==> src/rtl/spi_ram_ctrl.sv <==
// spi_ram_ctrl: command decoder and single-port byte RAM behind an SPI slave.
// Latency: a read byte appears on tx_data/tx_valid one FETCH cycle after the
// RD_DATA edge is sampled. tx_valid is then held for TX_HOLD cycles. There is
// no backpressure: each rx_valid rising edge is one command.
// Build option: define RAM_ADDR_AUTOINC_EN to post-increment wr_addr and rd_addr.
module spi_ram_ctrl #(
  parameter int MEM_DEPTH = 256,
  parameter int ADDR_SIZE = 8,
  parameter int TX_HOLD   = 9
) (
  input  logic       clk,
  input  logic       arst,
  input  logic [9:0] rx_data,
  input  logic       rx_valid,
  output logic [7:0] tx_data,
  output logic       tx_valid
);

  localparam int CNT_W = (TX_HOLD > 1) ? $clog2(TX_HOLD) : 1;

  localparam logic [1:0] CMD_WR_ADDR = 2'b00;
  localparam logic [1:0] CMD_WR_DATA = 2'b01;
  localparam logic [1:0] CMD_RD_ADDR = 2'b10;
  localparam logic [1:0] CMD_RD_DATA = 2'b11;

  typedef enum logic [1:0] {
    IDLE  = 2'd0,
    FETCH = 2'd1,
    HOLD  = 2'd2
  } state_t;

  state_t                 state_q, state_d;
  logic                   rx_vld_q;
  logic [ADDR_SIZE-1:0]   wr_addr_q, wr_addr_d;
  logic [ADDR_SIZE-1:0]   rd_addr_q, rd_addr_d;
  logic [ADDR_SIZE-1:0]   fetch_addr_q, fetch_addr_d;
  logic [CNT_W-1:0]       cnt_q, cnt_d;
  logic [7:0]             tx_data_q, tx_data_d;
  logic                   tx_valid_q, tx_valid_d;
  logic [7:0]             mem_q [MEM_DEPTH];

  logic                   accept;
  logic [1:0]             cmd;
  logic [ADDR_SIZE-1:0]   cmd_addr;
  logic                   wr_hit;
  logic                   rd_acc;
  logic [7:0]             rd_byte;

  function automatic logic in_range(input logic [ADDR_SIZE-1:0] a);
    return 32'(a) < MEM_DEPTH;
  endfunction

`ifdef RAM_ADDR_AUTOINC_EN
  function automatic logic [ADDR_SIZE-1:0] addr_next(input logic [ADDR_SIZE-1:0] a);
    if (32'(a) >= MEM_DEPTH - 1) return '0;
    return a + 1'b1;
  endfunction
`endif

  assign accept   = rx_valid & ~rx_vld_q;
  assign cmd      = rx_data[9:8];
  assign cmd_addr = rx_data[ADDR_SIZE-1:0];
  assign wr_hit   = accept && (cmd == CMD_WR_DATA);
  // A RD_DATA arriving while a fetch is in progress is dropped.
  assign rd_acc   = accept && (cmd == CMD_RD_DATA) && (state_q != FETCH);
  assign rd_byte  = in_range(fetch_addr_q) ? mem_q[fetch_addr_q] : 8'h00;

  // Edge detector: reset value 1 so a level already high across reset is not a command.
  always_ff @(posedge clk) begin
    if (arst) rx_vld_q <= 1'b1;
    else      rx_vld_q <= rx_valid;
  end

  // Address next-state: explicit loads, latching of the read address, optional post-increment.
  always_comb begin
    wr_addr_d    = wr_addr_q;
    rd_addr_d    = rd_addr_q;
    fetch_addr_d = fetch_addr_q;
    if (accept) begin
      case (cmd)
        CMD_WR_ADDR: wr_addr_d = cmd_addr;
        CMD_WR_DATA: begin
`ifdef RAM_ADDR_AUTOINC_EN
          wr_addr_d = addr_next(wr_addr_q);
`endif
        end
        CMD_RD_ADDR: rd_addr_d = cmd_addr;
        default: begin
          if (rd_acc) begin
            fetch_addr_d = rd_addr_q;
`ifdef RAM_ADDR_AUTOINC_EN
            rd_addr_d    = addr_next(rd_addr_q);
`endif
          end
        end
      endcase
    end
  end

  // Address registers.
  always_ff @(posedge clk) begin
    if (arst) begin
      wr_addr_q    <= '0;
      rd_addr_q    <= '0;
      fetch_addr_q <= '0;
    end else begin
      wr_addr_q    <= wr_addr_d;
      rd_addr_q    <= rd_addr_d;
      fetch_addr_q <= fetch_addr_d;
    end
  end

  // RAM write port; contents survive reset, out-of-range writes are discarded.
  always_ff @(posedge clk) begin
    if (!arst && wr_hit && in_range(wr_addr_q)) mem_q[wr_addr_q] <= rx_data[7:0];
  end

  // State and output registers.
  always_ff @(posedge clk) begin
    if (arst) begin
      state_q    <= IDLE;
      cnt_q      <= '0;
      tx_data_q  <= '0;
      tx_valid_q <= 1'b0;
    end else begin
      state_q    <= state_d;
      cnt_q      <= cnt_d;
      tx_data_q  <= tx_data_d;
      tx_valid_q <= tx_valid_d;
    end
  end

  // Next-state logic; a new read during HOLD restarts through FETCH.
  always_comb begin
    state_d = IDLE;
    case (state_q)
      IDLE:    state_d = rd_acc ? FETCH : IDLE;
      FETCH:   state_d = HOLD;
      HOLD: begin
        if (rd_acc)            state_d = FETCH;
        else if (cnt_q == '0)  state_d = IDLE;
        else                   state_d = HOLD;
      end
      default: state_d = IDLE;
    endcase
  end

  // Output logic: load byte on FETCH, hold tx_valid for TX_HOLD cycles, tx_data sticky.
  always_comb begin
    tx_data_d  = tx_data_q;
    tx_valid_d = 1'b0;
    cnt_d      = cnt_q;
    case (state_q)
      FETCH: begin
        tx_data_d  = rd_byte;
        tx_valid_d = 1'b1;
        cnt_d      = CNT_W'(TX_HOLD - 1);
      end
      HOLD: begin
        if (!rd_acc && cnt_q != '0) begin
          tx_valid_d = 1'b1;
          cnt_d      = cnt_q - 1'b1;
        end
      end
      default: ;
    endcase
  end

  assign tx_data  = tx_data_q;
  assign tx_valid = tx_valid_q;

endmodule

==> config.mk <==
export PLATFORM = sky130hd
export DESIGN_NAME = spi_ram_ctrl
export DESIGN_NICKNAME = d
export VERILOG_FILES = /design/src/rtl/spi_ram_ctrl.sv
export SDC_FILE = /design/constraint.sdc
export NUM_CORES = 2
export LEC_CHECK = 0
export BUFFER_PORTS_ARGS = -buffer_cell sky130_fd_sc_hd__clkbuf_2
export CORE_MARGIN = 1
export CORE_UTILIZATION = 50
export CTS_BUF_LIST = sky130_fd_sc_hd__clkbuf_4 sky130_fd_sc_hd__clkbuf_8
export CTS_CLUSTER_SIZE = 16
export DETAILED_ROUTE_END_ITERATION = 8
export PLACE_DENSITY = 0.67
export SETUP_SLACK_MARGIN = 0.02
export SLEW_MARGIN = 10
export SYNTH_ARGS = -nofsm -noshare
export SYNTH_HDL_FRONTEND = slang
export SYNTH_SLANG_ARGS = --single-unit
==> constraint.sdc <==
create_clock -name clk -period 4.7 [get_ports clk]
set_clock_uncertainty 0.1 [all_clocks]
set_input_delay 0.705 -clock clk [delete_from_list [all_inputs] [get_ports clk]]
set_output_delay 0.705 -clock clk [all_outputs]
set_load 0.1 [all_outputs]
# Word level (Yosys, flattened, before mapping)
# Memories as Yosys holds them, arrays and structs flattened. A register that Yosys moved wholly into a read port is not among the register bits.
# Index checks and enable logic that the tools add are counted.
# word_totals
n_memories	1
inputBits	13
register_bits	32
ramBits	2048
elab_cells	46
# memory_table
memory	depth	width	read_ports	rd_clocked_by_memory_dff	wr	line_no	source
mem_q	256	8	1	1	1	40	logic [7:0] mem_q [MEM_DEPTH];
# classes
bitwise	3
n_reduce_logical	17
muxes	10
n_eq_ne	7
add_sub_neg	1
# op_table
cell	count
$pmux 4 s2	1
$eq 2x2->1 const B	3
$pmux 2 s3	1
$reduce_and 2->1	3
$logic_and 1x1->1	5
$eq 2x1->1 const B	2
$logic_not 2->1	2
$logic_not 4->1	1
$mux 1	4
$mux 2	2
$mux 4	1
$reduce_bool 4->1	1
$sub 4x1->4 const B	1
$reduce_and 3->1	1
$reduce_or 3->1	1
$logic_not 1->1	2
$ne 2x1->1 const B	1
$ne 2x2->1 const B	1
$not 1->1	2
$pmux 1 s2	1
$reduce_bool 2->1	1
$and 1x1->1	1

# Depth between registers and ports, before layout
# logic_depth
depth_word	8
mapped_depth	12
ltp_nobuf	8

# Worst setup path after synthesis
# No wires, ideal clock.
# synth_path
path_type	input -> register
from	input arst
to	memory mem_q[220][0] (enable)
path_buffers	2
arrival_ps	2685
stages	6
setup_slack_ps	1544
path_cell_list	clkbuf_1 > or4b_2 > nor3_1 > nand3_1 > clkbuf_1 > nor2_1
# synth_between
elab_chain_len	4
# synth_rtl
element	line_no	source
from (decl)	12	input logic arst,
$logic_not 1->1	115	if (!arst && wr_hit && in_range(wr_addr_q)) mem_q[wr_addr_q] <= rx_data[7:0];
$logic_and 1x1->1	115	
$mux 1	115	
$mux 1 (not written as such)	115	
to (decl)	40	
# Every way passes these cells.

==> metrics.md <==
| Metric | Value |
|---|---|
| FMAX | 235 MHz |
| Synthesis Warnings | 0 |
| Setup Viol. Count Final | 0 |
| # DRC | 0 |
| Peak VDD IR | 0.356 mV |
| First-pass GRT wire length | 294000 um |
| Leak | 27.4 nW |
| Yosys reg bits | 2088 |
| Wire length per cell | 29.6 um |
| Measured slew at the worst slew-check pin | 1.33 ns |
| Bufs on Longest Clock Path | 4 |
| Cell variety after synth | 69 |
| Commonest non-fill, non-tap cell in the layout | edfxtp_1 |
| CTS Buf Count | 346 |
| PostCTS Resize Cnt | 0 |
| Seq/Total Area, Yosys | 0.762 |
| Async set-reset flop share out of synthesis | 0 |
| CP top delay family | simple AND/OR/NAND/NOR gates |
| PwrDens | 397 nW/um2 |
| Clk sinks | 2088 |
| Commonest cells after routing, fill and taps aside | edfxtp_1, mux2i_1, clkbuf_8, mux4_2, nor2_1 |
| 1st-iter DRT viols | 4837 |
| Setup CP Type | register to register |
| Worst setup path start | fetch_addr_q[1]$_SDFFE_PP0P_ |
| CP cell instances | nand2b_2 > buf_4 > o221ai_1 > o22ai_1 > o21ai_0 > o2111ai_1 > nor4_1 > buf_4 > a221o_1 |
| FP Rows | 148 |
| HPWL after DPL | 123000 um |
| Vias in the first global route | 42217 |
| Fin crit period | 4.26 ns |
| Net Count, Synth | 4168 |
| Type of origin of the critical path | register |
| Post-synth top area cell | edfxtp_1 |
| Relative slew slack | 0.113 |
| Die Y | 406 um |
| Die X | 406 um |
| Crit path largest cell delay | 0.75 ns |
| Ports | 22 |
| Status | finished clean |
| Most frequent CP cell | buf_4 |
| Buf+Inv Stages, Crit Path | 2 |
| Initial antenna violation count | 3 |
| Overflow after GRT | 0 |
| Placeable core area | 163000 um2 |
| Clock transition at path regs | 0.06 ns |
| ANT nets after route | 0 |
| Synthesized area | 81800 um2 |
| Layout cells sized above 1 | 0.238 |
| Crit-path max FO | 42 |
| Final Max Slew Viols | 0 |
| Unrepaired setup endpoints after global routing | no |
| Vias/cell | 6.12 |
| Final nets | 4467 |
| Largest net degree at the start of global routing | 142 |
| Vias | 42029 |
| Hold path start | rx_data[4] |
| Fill count | 12303 |
| Later-pin clock latency in the skew report | 1.04 ns |
| Synth top area cells | edfxtp_1, mux4_2, mux2i_1 |
| Die ar. | 165000 um2 |
| CP Data Arrival Time | 5.17 ns |
| H-tree depth | 5 |
| WL final | 203000 um |
| Root Buffer | clkbuf_8 |
| Commonest register cell after synthesis | edfxtp_1 |
| Final Util | 0.561 |
| Syn_area_per_cell | 19.7 um2 |
| Post-synth EDFFs | 2048 |
| Hold Path Class | input port to register |
| Number of max-cap violations | 0 |
| Worst EP required | 5.61 ns |
| Slowest cell on the critical path | nor4_1 |
| Fin Hold WS | 0.0670 ns |
| Setup TNS | 0 ns |
| Final hold vios | 0 |
| Cells after Synth | 4150 |
| Area growth syn-to-layout | 11.5% |
| Worst r2r src | fetch_addr_q[1]$_SDFFE_PP0P_ |
| Share of the synthesized area in the top cell type | 0.752 |
| DRT Pass-1 Iters | 6 |
| Period utilization | 0.906 |
| GPL Wtd Cong | 0.888 |
| Initial Utilization | 0.503 |
| Port Buffer Count | 21 |
| CTS tree | built |
| CP endpoint kind | register |
| Gr usage total | 0.249 |
==> routing by layer <==
layer,global-route usage,vias up,part of all wire,wire length [um]
met5,0,-,0.000074,15
met4,0.0886,2,0.035,7190
met3,0.0587,377,0.090,18200
met2,0.395,2092,0.48,97600
met1,0.340,21868,0.40,80500
li1,-,17690,-,-
==> what timing repair did <==
action	CTS	global route
hold endpoints to repair	9	0
hold buffers	2	0
setup buffers	0	0
endpoints found under the setup margin	0	0
==> cell type report <==
class                           count  area (um2)  share of cell area
Sequential cell                  2088       62300               0.683
Multi-Input combinational cell   1804       17700               0.194
Inverter                           13        53.8            0.000590
Clock inverter                    118         729             0.00800
Antenna cell                        4        10.0            0.000110
Tap cell                         2175        2720              0.0298
Timing Repair Buffer              196        1920              0.0211
Clock buffer                      473        5780              0.0634
==> flip-flops by register name, indices dropped and copies added, names as in the netlist, 2 cells and up <==
| signal | count |
|---|---|
| fetch_addr_q | 8 |
| mem_q | 2048 |
| cnt_q | 4 |
| wr_addr_q | 8 |
| state_q | 2 |
| tx_data | 8 |
| rd_addr_q | 8 |
==> per-stage QoR <==
stage                     total power, mW  worst slack (ns)  std cells  cell area, um2
after floorplan                      20.9              1.54       4150           81800
after global placement               21.2             0.437       6273           84700
after detailed placement             21.2             0.445       6274           84700
after CTS                            36.4             0.416       6867           91200
after global routing                 37.2             0.238       6868           91200
final                                36.2             0.441       6871           91200
==> synth_stat cells, types with 5 or more instances <==
cell	n
mux4_2	334
clkbuf_1	86
o21ai_0	47
a2111oi_0	14
edfxtp_1	2048
a221o_1	6
mux4_1	9
nor3_1	24
nand2_1	154
or3b_2	5
buf_8	15
nand4_1	7
o22ai_1	97
nor3b_1	5
nor2_1	315
a211oi_1	32
nor2b_1	21
nor4_1	9
a211o_1	8
a22oi_1	28
a31oi_1	10
o221ai_1	61
or3_1	8
o211ai_1	7
ha_1	5
inv_1	12
buf_6	41
nand2b_1	8
buf_1	16
mux2_2	28
buf_12	13
buf_2	42
mux2i_1	370
nand3_1	21
a222oi_1	6
buf_4	32
a21oi_1	83
nand3b_1	5
dfxtp_1	40
a221oi_1	25
==> path summary, 6_finish.rpt <==
kind         slack, ns  cells after the start                        end
max               0.44                      9    tx_data[5]$_SDFFE_PP0P_
min               0.07                      1      mem_q[6][4]$_DFFE_PP_
max reg2reg       0.44                      9    tx_data[5]$_SDFFE_PP0P_
min reg2reg       0.40                      2  rd_addr_q[6]$_SDFFE_PP0P_
==> where the power goes <==
| part | leakage [nW] | switching [mW] | internal (mW) | total (mW) |
|---|---|---|---|---|
| Sequential | 18.7 | 0.00459 | 20.4 | 20.4 |
| Combinational | 5.22 | 0.363 | 0.0497 | 0.413 |
| Clock | 3.48 | 7.03 | 8.32 | 15.3 |
==> cell families after synthesis <==
group	share of synthesized area
adders and majority gates	0.000765
xor gates and xnor gates	0.000107
buffers and inverters	0.0224
muxes	0.144
and+or+nand+nor	0.0321
DFF	0.762
AOI/OAI and AO/OA	0.0387
Power figures use the tool's default switching activity.
